<file path="src/rtl/i3c_target_sdr_responder.sv">
// I3C SDR target responder: answers private writes/reads to STATIC_ADDR on an
// oversampled SCL/SDA pair, delivering written bytes and pulling read bytes.
module i3c_target_sdr_responder #(
   parameter logic [6:0]  STATIC_ADDR = 7'h50,
   parameter int unsigned SYNC_STAGES = 2
) (
   input  logic       clk,
   input  logic       rst,
   input  logic       scl_i,
   input  logic       sda_i,
   output logic       sda_oe,
   output logic [7:0] rx_data,
   output logic       rx_valid,
   output logic       rx_parity_err,
   input  logic [7:0] tx_data,
   input  logic       tx_valid,
   output logic       tx_ready,
   output logic       busy
);

   typedef enum logic [2:0] {
      ST_IDLE, ST_ADDR, ST_ADDR_ACK, ST_WR_DATA,
      ST_WR_TBIT, ST_RD_DATA, ST_RD_TBIT, ST_WAIT_STOP
   } state_e;

   state_e                 state_q, state_d;
   logic [SYNC_STAGES-1:0] scl_sync_q, scl_sync_d, sda_sync_q, sda_sync_d;
   logic                   scl_prev_q, scl_prev_d, sda_prev_q, sda_prev_d;
   logic [3:0]             bit_cnt_q, bit_cnt_d;
   logic [7:0]             shreg_q, shreg_d;
   logic                   rnw_q, rnw_d, ack_q, ack_d, t_bit_q, t_bit_d;
   logic                   sda_oe_q, sda_oe_d, busy_q, busy_d;
   logic [7:0]             rx_data_q, rx_data_d;
   logic                   rx_valid_q, rx_valid_d, rx_parity_err_q, rx_parity_err_d;
   logic                   tx_load;
   logic                   scl_s, sda_s, scl_rise, scl_fall, start_det, stop_det;

   assign scl_s     = scl_sync_q[SYNC_STAGES-1];
   assign sda_s     = sda_sync_q[SYNC_STAGES-1];
   assign scl_rise  = scl_s & ~scl_prev_q;
   assign scl_fall  = ~scl_s & scl_prev_q;
   assign start_det = scl_s & scl_prev_q & sda_prev_q & ~sda_s;
   assign stop_det  = scl_s & scl_prev_q & ~sda_prev_q & sda_s;

   // Read source handshake: a byte moves when tx_valid and tx_ready are both
   // high in the same clk; tx_ready is a single-clk pulse, tx_data is captured then.
   assign tx_ready      = tx_load & ~rst;
   assign sda_oe        = sda_oe_q;
   assign rx_data       = rx_data_q;
   assign rx_valid      = rx_valid_q;
   assign rx_parity_err = rx_parity_err_q;
   assign busy          = busy_q;

   always_ff @(posedge clk) begin
      if (rst) begin
         scl_sync_q      <= '1;
         sda_sync_q      <= '1;
         scl_prev_q      <= 1'b1;
         sda_prev_q      <= 1'b1;
         state_q         <= ST_IDLE;
         bit_cnt_q       <= 4'd0;
         shreg_q         <= 8'h00;
         rnw_q           <= 1'b0;
         ack_q           <= 1'b0;
         t_bit_q         <= 1'b0;
         sda_oe_q        <= 1'b0;
         busy_q          <= 1'b0;
         rx_data_q       <= 8'h00;
         rx_valid_q      <= 1'b0;
         rx_parity_err_q <= 1'b0;
      end else begin
         scl_sync_q      <= scl_sync_d;
         sda_sync_q      <= sda_sync_d;
         scl_prev_q      <= scl_prev_d;
         sda_prev_q      <= sda_prev_d;
         state_q         <= state_d;
         bit_cnt_q       <= bit_cnt_d;
         shreg_q         <= shreg_d;
         rnw_q           <= rnw_d;
         ack_q           <= ack_d;
         t_bit_q         <= t_bit_d;
         sda_oe_q        <= sda_oe_d;
         busy_q          <= busy_d;
         rx_data_q       <= rx_data_d;
         rx_valid_q      <= rx_valid_d;
         rx_parity_err_q <= rx_parity_err_d;
      end
   end

   always_comb begin
      scl_sync_d      = {scl_sync_q[SYNC_STAGES-2:0], scl_i};
      sda_sync_d      = {sda_sync_q[SYNC_STAGES-2:0], sda_i};
      scl_prev_d      = scl_s;
      sda_prev_d      = sda_s;
      state_d         = state_q;
      bit_cnt_d       = bit_cnt_q;
      shreg_d         = shreg_q;
      rnw_d           = rnw_q;
      ack_d           = ack_q;
      t_bit_d         = t_bit_q;
      sda_oe_d        = sda_oe_q;
      busy_d          = busy_q;
      rx_data_d       = rx_data_q;
      rx_valid_d      = 1'b0;
      rx_parity_err_d = 1'b0;
      tx_load         = 1'b0;

      if (start_det) begin
         state_d   = ST_ADDR;
         bit_cnt_d = 4'd0;
         busy_d    = 1'b1;
         sda_oe_d  = 1'b0;
      end else if (stop_det) begin
         state_d  = ST_IDLE;
         busy_d   = 1'b0;
         sda_oe_d = 1'b0;
      end else begin
         case (state_q)
            ST_ADDR: begin
               if (scl_rise && bit_cnt_q < 4'd8) begin
                  shreg_d   = {shreg_q[6:0], sda_s};
                  bit_cnt_d = bit_cnt_q + 4'd1;
                  if (bit_cnt_q == 4'd7) begin
                     rnw_d = sda_s;
                     ack_d = (shreg_q[6:0] == STATIC_ADDR) && (!sda_s || tx_valid);
                  end
               end else if (scl_fall && bit_cnt_q == 4'd8) begin
                  sda_oe_d = ack_q;
                  state_d  = ack_q ? ST_ADDR_ACK : ST_WAIT_STOP;
               end
            end
            ST_ADDR_ACK: begin
               if (scl_fall) begin
                  if (rnw_q) begin
                     tx_load = 1'b1;
                  end else begin
                     sda_oe_d  = 1'b0;
                     bit_cnt_d = 4'd0;
                     state_d   = ST_WR_DATA;
                  end
               end
            end
            ST_WR_DATA: begin
               if (scl_rise) begin
                  shreg_d   = {shreg_q[6:0], sda_s};
                  bit_cnt_d = bit_cnt_q + 4'd1;
                  if (bit_cnt_q == 4'd7) state_d = ST_WR_TBIT;
               end
            end
            ST_WR_TBIT: begin
               // Odd parity: T is the complement of the byte's XOR reduction.
               if (scl_rise) begin
                  if (sda_s == ~^shreg_q) begin
                     rx_valid_d = 1'b1;
                     rx_data_d  = shreg_q;
                  end else begin
                     rx_parity_err_d = 1'b1;
                  end
                  bit_cnt_d = 4'd0;
                  state_d   = ST_WR_DATA;
               end
            end
            ST_RD_DATA: begin
               if (scl_fall) begin
                  if (bit_cnt_q == 4'd8) begin
                     t_bit_d  = tx_valid;
                     sda_oe_d = ~tx_valid;
                     state_d  = ST_RD_TBIT;
                  end else begin
                     sda_oe_d  = ~shreg_q[7];
                     shreg_d   = {shreg_q[6:0], 1'b0};
                     bit_cnt_d = bit_cnt_q + 4'd1;
                  end
               end
            end
            ST_RD_TBIT: begin
               // A low SDA while T is released means the controller ended the read.
               if (scl_rise && t_bit_q && !sda_s) begin
                  sda_oe_d = 1'b0;
                  state_d  = ST_WAIT_STOP;
               end else if (scl_fall) begin
                  if (t_bit_q) begin
                     tx_load = 1'b1;
                  end else begin
                     sda_oe_d = 1'b0;
                     state_d  = ST_WAIT_STOP;
                  end
               end
            end
            ST_WAIT_STOP: sda_oe_d = 1'b0;
            default: ;
         endcase
      end

      // Bit 7 goes on the bus at the same fall that consumes the byte.
      if (tx_load) begin
         shreg_d   = {tx_data[6:0], 1'b0};
         sda_oe_d  = ~tx_data[7];
         bit_cnt_d = 4'd1;
         state_d   = ST_RD_DATA;
      end
   end

endmodule

</file>
<file path="config.mk">
export PLATFORM = sky130hd
export DESIGN_NAME = i3c_target_sdr_responder
export DESIGN_NICKNAME = d
export VERILOG_FILES = /design/src/rtl/i3c_target_sdr_responder.sv
export SDC_FILE = /design/constraint.sdc
export NUM_CORES = 1
export LEC_CHECK = 0
export BUFFER_PORTS_ARGS = -buffer_cell sky130_fd_sc_hd__buf_4
export CAP_MARGIN = 20
export CORE_UTILIZATION = 30
export DETAILED_ROUTE_END_ITERATION = 8
export HOLD_SLACK_MARGIN = 0.05
export PLACE_DENSITY = 0.49
export SETUP_SLACK_MARGIN = 0.05
export SKIP_CTS_REPAIR_TIMING = 1
export SKIP_LAST_GASP = 1
export SYNTH_ARGS = -nofsm -noshare
export SYNTH_HDL_FRONTEND = slang
export SYNTH_SLANG_ARGS = --single-unit
</file>
<file path="constraint.sdc">
create_clock -name clk -period 2.5 [get_ports clk]
set_input_delay 0.5 -clock clk [delete_from_list [all_inputs] [get_ports clk]]
set_output_delay 0.5 -clock clk [all_outputs]
set_load 0.05 [all_outputs]
</file>
==> reports/qor.yml <==
outcome: "finished clean"
fin_skew_ps: 8.78
ys_warn_count: 0
cts-htree-levels: 2
ios: 26
path_max_fanout: 8
wire_per_inst_um: 15.0
finalNonFillerCells: 381
synth_compound_area_share_pct: 22.5
synthSimpleGateAreaFrac_pct: 27.1
syn_area_per_cell_um2: 8.08
cts.sinks: 36
grt_pass1_vias: 1861
max-cap-violations: 0
finish.instance_area_um2: 2500
crit_top_cell: "buf_4"
yosysUniqueCellTypes: 53
top_layer_used: "met4"
crit_required_ps: 2000
initial_core_util_pct: 31.2
path_buf_inv: 2
power.switching_fraction_pct: 41.7
cp_slowest_cell: "dfxtp_1"
setup_violations: 0
coreArea_um2: 6790
hold_depth: 2
clock.fmax_ghz: 0.432
critPathTopFamily: "simple AND/OR/NAND/NOR gates"
syn2layout_area_growth_pct: 18.0
io_buffers: 25
criticalPathCategory: "reg2out"
dr.pass1.iters: 4
synth.area.mux_share_pct: 2.84
met1Wirelength_mm: 3.00
clk_pin_slew_ps: 80
synth_fa_ha_area_share_pct: 2.96
synth_xor_area_share_pct: 3.55
r2r_cells: 5
numCtsBuffers: 5
place_area_um2: 2410
wl_met2_mm: 2.32
num-fill-cells: 714
drt_iter0_drc: 130
cp.arrival_ps: 1820
dieArea_um2: 7400
dp_hpwl_mm: 4.15
viasPerCell: 5.24
clkLatencyLatePin_ps: 300
hp-class: "in2reg"
crit_cells: 5
multiInputGateArea_um2: 1250
timing.final.ws_setup_ps: 185
drt-total-wl_mm: 5.71
seq_area_um2: 722
dpl_worst_slack_ps: 269
max_stage_delay_ps: 500
clockBufferDepth: 2
postSynthRegisterBits: 36
slew_headroom_pct: 70.7
final_nets: 302
utilization_pct: 36.8
antenna_found_initial: 0
grt_max_degree: 24
track_usage_pct: 16.4
netlist_area_um2: 2120
leakage_nw: 0.916
cts_tree: "built"
synth_cells: 262
ant_nets: 0
hold_viol: 0
period_share_pct: 92.6
gp_routability_congestion: 0.804
end_kind: "primary output"
crit_path_start_kind: "flip-flop"
ir_drop_v: 0.000281
pwr-share-seq_pct: 33.5
dpl.cell_count: 373
layout-drive-gt1-share_pct: 21.8
power_switching_w: 0.000949
tns_ps: 0
drc: 0
tightest_slew_ps: 429
drv_slew: 0
synth-seq-area-share_pct: 34.0
path_cells: "mux2i_1 > buf_4 > or3_1 > nor2_1 > buf_4"
synthesis.nets: 280
std_cell_rows: 30
vias: 1997
root_buffer: "clkbuf_8"
wl_met3_um: 282
synthArstFlopShare_pct: 0
rsz0062_at_grt: "no"
powerDensity_nw_per_um2: 910
synthFlopType: "dfxtp_1"
antenna_cells: 0
fin_crit_ps: 2320
power_frac_comb_pct: 48.1
synth_top_family_by_area: "simple AND/OR/NAND/NOR gates"
internal-power_w: 0.00132
die_w_um: 86.0
die_h_um: 86.0
p_clk_share_pct: 18.4
overflow: 0
grt_first_pass_wirelength_mm: 9.54
synth_edf_count: 0
## kinds of logic (layout without fill, tap and decap cells)
| family | Yosys count | count (layout) |
|---|---|---|
| adders and majority gates | 5 | 5 |
| and+or+nand+nor | 107 | 107 |
| muxes | 6 | 6 |
| buffers and inverters | 34 | 57 |
| AOI/OAI and AO/OA | 67 | 67 |
| xor gates and xnor gates | 7 | 7 |
| DFF | 36 | 36 |
## registers in the layout, summed over array words and instances, names as in the netlist, 2 cells and up
name,cells
shreg_q,8
bit_cnt_q,4
scl_sync_q,2
state_q,3
rx_data,8
sda_sync_q,2
## final cells by class
type | count | share of cell area, %
clock buffers | 5 | 2.75
clock inverters | 3 | 0.751
inverters | 13 | 1.95
multi-input cells | 192 | 50.0
flip-flops and latches | 36 | 28.9
well taps | 96 | 4.81
repair buffers | 36 | 10.8
## cells in the mapped netlist (2+ instances only)
master	n	area, um2
ha_1	5	62.6
nor2b_1	2	12.5
o31ai_1	3	22.5
nor3_1	11	55.1
nand3_1	19	95.1
nand3b_1	3	22.5
buf_2	11	55.1
nor3b_1	2	15.0
dfxtp_1	36	721
o221a_2	2	22.5
a21o_1	3	22.5
nand2_1	23	86.3
a31oi_1	3	18.8
nand2b_1	7	43.8
or2_2	9	56.3
nor2_1	14	52.6
a211oi_1	3	22.5
a21oi_1	18	90.1
a311oi_1	6	52.6
nor4_1	3	18.8
o221ai_1	3	26.3
mux2i_1	6	60.1
a311o_1	2	20.0
and3_1	3	18.8
o22ai_1	5	31.3
o21ai_0	8	40.0
or3_1	3	18.8
xnor2_1	5	43.8
inv_1	13	48.8
clkbuf_1	8	30.0
## placed cells by master, fill, tap and decap left out, types with 3 or more instances in the layout
cell type,n
a211oi_1,3
a21o_1,3
a21oi_1,18
a311oi_1,6
a31oi_1,3
and3_1,3
buf_4,36
clkbuf_8,5
dfxtp_1,35
ha_1,5
inv_1,13
mux2i_1,6
nand2_1,23
nand2b_1,6
nand3_1,19
nand3b_1,3
nor2_1,14
nor3_1,11
nor4_1,3
o21ai_0,8
o221ai_1,3
o22ai_1,5
o31ai_1,3
or2_2,9
or3_1,3
xnor2_1,5
## stage by stage
step / hold slack [ps] / power, W
after CTS: 373 / 0.00228
after floorplan: 389 / 0.00163
after detailed placement: 396 / 0.00185
after global placement: 393 / 0.00186
final: 385 / 0.00227
after global routing: 375 / 0.00244
## power groups by stage
stage | Sequential [W] | Clock (W) | Combinational (W)
floorplan | 0.000745 | 0 | 0.000889
global placement | 0.000773 | 0 | 0.00108
detailed placement | 0.000771 | 0 | 0.00108
CTS | 0.000759 | 0.000435 | 0.00108
global route | 0.000770 | 0.000463 | 0.00121
finish | 0.000761 | 0.000418 | 0.00109
## worst paths after layout
kind	slack, ps	start	end
max	180	state_q[2]$_SDFFE_PP0P_	tx_ready
min	390	sda_i	sda_sync_q[0]$_SDFF_PP1_
max reg2reg	310	scl_prev_q$_SDFF_PP1_	shreg_q[6]$_SDFFE_PP0P_
min reg2reg	410	scl_sync_q[0]$_SDFF_PP1_	scl_sync_q[1]$_SDFF_PP1_
## routing by layer
layer	GRT usage [%]	up-vias
met4	5.45	0
met2	23.0	47
li1	-	997
met5	0	-
met3	2.60	11
met1	25.1	942
(Power assumes the default switching activity.)
